--- src/rtl/reaction_sequencer_pkg.sv ---
// Shared types and constants for the reaction timer sequencer.
// Holds the FSM state encoding, counter width and LFSR feedback helper.
package reaction_pkg;

    localparam int CNT_W = 14;

    // Fibonacci feedback taps 16/14/13/11 expressed as a bit mask
    localparam logic [15:0] LFSR_TAPS         = 16'hB400;
    localparam logic [15:0] LFSR_SEED_DEFAULT = 16'hACE1;

    typedef enum logic [1:0] {
        IDLE  = 2'd0,
        ARMED = 2'd1,
        GAP   = 2'd2,
        GO    = 2'd3
    } state_t;

    function automatic logic [15:0] lfsr_next(input logic [15:0] q);
        return {q[14:0], ^(q & LFSR_TAPS)};
    endfunction

endpackage

--- src/rtl/reaction_sequencer_lfsr16.sv ---
// Free-running 16-bit Fibonacci LFSR providing the random wait delay.
module lfsr16 import reaction_pkg::*; #(
    parameter logic [15:0] SEED = LFSR_SEED_DEFAULT
) (
    input  logic        clk,
    input  logic        areset,
    output logic [15:0] q
);

    // Advance one step every cycle; seed must be nonzero or the sequence locks up
    always_ff @(posedge clk or posedge areset) begin
        if (areset) begin
            q <= SEED;
        end else begin
            q <= lfsr_next(q);
        end
    end

endmodule

--- src/rtl/reaction_sequencer.sv ---
// Reaction timer sequencer: random wait, GO lamp, reaction measurement,
// false-start and timeout detection. Owns the shared counter's enable/limit.
module reaction_sequencer import reaction_pkg::*; #(
    parameter int          MIN_DELAY = 1000,
    parameter int          RAND_BITS = 11,
    parameter int          MAX_REACT = 9999,
    parameter logic [15:0] LFSR_SEED = 16'hACE1
) (
    input  logic             clk,
    input  logic             areset,
    input  logic             start,
    input  logic             react,
    output logic             cnt_enable,
    output logic [CNT_W-1:0] cnt_limit,
    input  logic             cnt_done,
    input  logic [CNT_W-1:0] cnt_value,
    output logic             led_go,
    output logic             busy,
    output logic [CNT_W-1:0] result_ms,
    output logic             result_valid,
    output logic             foul,
    output logic             timeout
);

    logic [15:0]      lfsr_s;
    logic [CNT_W-1:0] delay_s;
    logic             lfsr_unused_s;
    state_t           state_r;

    lfsr16 #(.SEED(LFSR_SEED)) u_lfsr (
        .clk    (clk),
        .areset (areset),
        .q      (lfsr_s)
    );

    assign lfsr_unused_s = ^lfsr_s[15:RAND_BITS];

    // Wait length for the next round, taken from whatever the LFSR holds on the start cycle
    always_comb begin
        delay_s = CNT_W'(MIN_DELAY) + CNT_W'(lfsr_s[RAND_BITS-1:0]);
    end

    // Round sequencing; every output is a register updated on the state transition
    always_ff @(posedge clk or posedge areset) begin
        if (areset) begin
            state_r      <= IDLE;
            cnt_enable   <= 1'b0;
            cnt_limit    <= '0;
            led_go       <= 1'b0;
            busy         <= 1'b0;
            result_ms    <= '0;
            result_valid <= 1'b0;
            foul         <= 1'b0;
            timeout      <= 1'b0;
        end else begin
            result_valid <= 1'b0;
            case (state_r)
                IDLE: begin
                    if (start) begin
                        state_r    <= ARMED;
                        cnt_limit  <= delay_s;
                        cnt_enable <= 1'b1;
                        busy       <= 1'b1;
                        foul       <= 1'b0;
                        timeout    <= 1'b0;
                    end
                end
                ARMED: begin
                    // react takes priority over a coincident done
                    if (react) begin
                        state_r    <= IDLE;
                        cnt_enable <= 1'b0;
                        busy       <= 1'b0;
                        foul       <= 1'b1;
                    end else if (cnt_done) begin
                        state_r    <= GAP;
                        cnt_enable <= 1'b0;
                        cnt_limit  <= CNT_W'(MAX_REACT);
                    end
                end
                GAP: begin
                    state_r    <= GO;
                    cnt_enable <= 1'b1;
                    led_go     <= 1'b1;
                end
                GO: begin
                    if (react) begin
                        state_r      <= IDLE;
                        cnt_enable   <= 1'b0;
                        led_go       <= 1'b0;
                        busy         <= 1'b0;
                        result_ms    <= cnt_value;
                        result_valid <= 1'b1;
                    end else if (cnt_done) begin
                        state_r      <= IDLE;
                        cnt_enable   <= 1'b0;
                        led_go       <= 1'b0;
                        busy         <= 1'b0;
                        result_ms    <= CNT_W'(MAX_REACT);
                        result_valid <= 1'b1;
                        timeout      <= 1'b1;
                    end
                end
                default: begin
                    state_r    <= IDLE;
                    cnt_enable <= 1'b0;
                    led_go     <= 1'b0;
                    busy       <= 1'b0;
                end
            endcase
        end
    end

endmodule
--- config.mk ---
export PLATFORM = sky130hd
export DESIGN_NAME = reaction_sequencer
export DESIGN_NICKNAME = d
export VERILOG_FILES = /design/src/rtl/reaction_sequencer_pkg.sv /design/src/rtl/reaction_sequencer_lfsr16.sv /design/src/rtl/reaction_sequencer.sv
export SDC_FILE = /design/constraint.sdc
export NUM_CORES = 1
export LEC_CHECK = 0
export ABC_CLOCK_PERIOD_IN_PS = 1700
export BUFFER_PORTS_ARGS = -buffer_cell sky130_fd_sc_hd__buf_2
export CAP_MARGIN = 20
export CORE_ASPECT_RATIO = 1.75
export CORE_UTILIZATION = 53
export CTS_BUF_LIST = sky130_fd_sc_hd__clkbuf_2 sky130_fd_sc_hd__clkbuf_4 sky130_fd_sc_hd__clkbuf_8
export CTS_CLUSTER_SIZE = 8
export DETAILED_ROUTE_END_ITERATION = 7
export GPL_ROUTABILITY_DRIVEN = 0
export PLACE_DENSITY_LB_ADDON = 0.3
export SYNTH_ARGS = -nofsm -noshare
export SYNTH_HDL_FRONTEND = slang
export SYNTH_HIERARCHICAL = 1
export SYNTH_SLANG_ARGS = --single-unit
--- constraint.sdc ---
create_clock -name clk -period 1.7 [get_ports clk]
set_clock_uncertainty 0.15 [all_clocks]
set_input_delay 0.085 -clock clk [delete_from_list [all_inputs] [get_ports clk]]
set_output_delay 0.085 -clock clk [all_outputs]
set_load 0.02 [all_outputs]
==> impl_metrics.ini <==
[global_route]
grt_pass1_vias = 1450
grt_pass1_wl_mm = 6.58
grt_use_total_pct = 25.1
antenna_found_initial = 0
grt.overflow.total = 0
grt_max_degree = 36

[placement]
hpwl_mm = 2.79
dp_slack_ns = 0.137
port_buffers = 51

[cells_and_area]
drive_gt1_share_pct = 36.4
diodes = 0
utilization_pct = 74.2
synthToLayoutAreaGrowth_pct = 32.5
layout.nets = 236

[flow_run]
max_cap_violations = 0

[power_and_ir_drop]
p_sw_share_pct = 35.9
leakage_nw = 1.20
power.total_mw = 4.09
irDropWorstVdd_mv = 1.09
power_switching_mw = 1.47
seq_power_share_pct = 42.6
p_int_mw = 2.62
power_density_nw_per_um2 = 1620
clkPwrFrac_pct = 21.0
combPwrFrac_pct = 36.4

[critical_path]
reg2reg_to = result_ms[10]
slowest_delay_ns = 0.50
criticalPathCategory = flop to flop
worst_setup_path_end_kind = flop
path_cells = inv_2 > or3_1 > clkinv_2 > o22a_1
worstSetupStartpointType = flop
critPathTopFamily = simple AND/OR/NAND/NOR gates
rrSetupSlack_ns = 0.1
path_depth = 4
cpMaxStageDelayCell = or3_1
required_ns = 1.79
crit_end = result_ms[10]
path_max_fanout = 10
reg2reg_depth = 4
worst_ep_arrival_time_ns = 1.70
cp_num_buf_inv = 2

[logic_synthesis]
yosys.cell_types.count = 38
yosysTopAreaCell = dfrtp_1
netlist_top_cells_area = dfrtp_1 57%, dfstp_2 11%, a22o_1 5.5%
synth_edf_count = 0
syn-num-nets = 160
synthCells = 140
yosysWarnings = 6
yosys_register_bits = 51
synthArstFlopShare_pct = 100
yosysTopAreaCellShare_pct = 56.5
ys.flop_type = dfrtp_1
ys_seq_area_share_pct = 67.5
syn_avg_cell_area_sq_um = 13.6
syn_area_sq_um = 1900

[timing]
timing.hold.ws_ns = 0.0145
fin_crit_sh_pct = 94.4
final_max_slew_viol_count = 0
finalHoldViolCount = 0
worst_slack_ns = 0.0959
max_slew_margin_pct = 60.6
clock.fmax_mhz = 623
final.setup.tns_ns = 0
tightest_slew_ns = 0.591
setup_violations = 0
rsz0062_at_grt = false
fin_crit_ns = 1.60

[run_status]
status = completed

[drt]
ant_nets = 0
initialDrtViolationCount = 25
drc_errors = 0
via_per_inst = 5.40
vias = 1414
finalWirelength_mm = 4.23
wl_per_cell_um = 16.1
drt_first_pass_iters = 4

[cts]
htreeDepth = 2
clock_path_buffers = 2
clk_pin_slew_worst_paths_ns = 0.09
postCtsSetupBuffers = 0
cts_sinks = 51
cts_made_buffers = 5
cts_tree = yes
insertion_delay_ns = 0.30
cts_root_buf = clkbuf_8

[die]
die_y_um = 81.3
io_pins = 53
die_x_um = 47.3
die-area_sq_um = 3850
rows = 28
start_util_pct = 56.0
coreArea_sq_um = 3400

[worst_hold_path]
min_path_type = input port to flop
-- flip-flops by register name (all words and copies together) (netlist names), named ones only --
register      count
foul              1
u_lfsr/q         16
busy              1
cnt_enable        1
timeout           1
led_go            1
state_r           1
result_valid      1
cnt_limit        13
result_ms        14
-- cells in the mapped netlist, types with 3 or more instances --
master and instances:
inv_1 6, o21ai_0 4, nand2_1 5, xnor2_1 4
buf_2 3, nor3_1 3, a21oi_1 6, dfrtp_1 43
dfstp_2 8, nor2_1 4, xor2_1 3, o22a_1 11
a22o_1 12
-- worst register-to-register path: cells and delay by family, from the launching register on --
family,cells,cell delay (ns)
AOI/OAI and AO/OA,1,0.17
DFF,1,0.47
and+or+nand+nor,1,0.50
buffers and inverters,2,0.25
-- metrics by stage --
step                instances  cell area, sq um
floorplan                 140              1900
global placement          237              2230
detailed placement        237              2230
CTS                       262              2520
global route              262              2520
finish                    262              2520
-- worst min path at each step --
stage               slack, ns  cells past startpoint  startpoint           end
global route             0.04                      3       react          foul
finish                   0.01                      3       react          foul
detailed placement       0.04                      2      areset  u_lfsr/q[12]
floorplan               -0.16                      1      areset  u_lfsr/q[12]
CTS                     0.007                      4       react    cnt_enable
global placement        0.008                      2      areset  u_lfsr/q[14]
-- area by class of cell --
| class | instances | area, sq um |
|---|---|---|
| clock inverter | 2 | 35.0 |
| tap | 45 | 56.3 |
| sequential | 51 | 1290 |
| inverter | 8 | 31.3 |
| clock buffer | 6 | 82.6 |
| fill | 226 | 876 |
| timing repair buffer | 74 | 470 |
| multi-input combinational | 76 | 561 |
-- cell families after synthesis --
group	after synthesis	synth area share (%)
and+or+nand+nor	23	6.64
DFF	51	67.5
AOI/OAI and AO/OA	44	18.7
xor gates and xnor gates	7	3.22
adders and majority gates	1	0.657
other	1	0.197
buffers and inverters	13	3.02
-- power by group through the flow --
stage	clock network (mW)	logic (mW)	registers [mW]
after floorplan	0	0.625	2.08
after global placement	0	1.41	1.74
after detailed placement	0	1.45	1.75
after CTS	0.879	1.49	1.74
after global routing	0.928	1.62	1.79
final	0.859	1.49	1.74
-- layout by cell type (no fill, tap or decap), types with 6 or more instances in the layout --
cell type,n
dfrtp_1,43
o22a_1,11
dlygate4sd3_1,17
buf_2,51
a22o_1,12
buf_4,6
inv_1,6
clkbuf_8,6
a21oi_1,6
dfstp_2,8
-- metal layers --
metal / wire [um] / track usage [%] / share of wire [%]
met5: 0 / 0 / 0
met1: 1610 / 27.1 / 38
met4: 112 / 12.9 / 2.7
met2: 2330 / 42.9 / 55
met3: 173 / 6.44 / 4.1
-- what timing repair did --
item,CTS,global route
hold buffers,17,0
resized for setup,0,0
endpoints found under the hold margin,59,0
setup endpoints to repair,0,0
No activity file was read; power rests on OpenSTA's default activity.
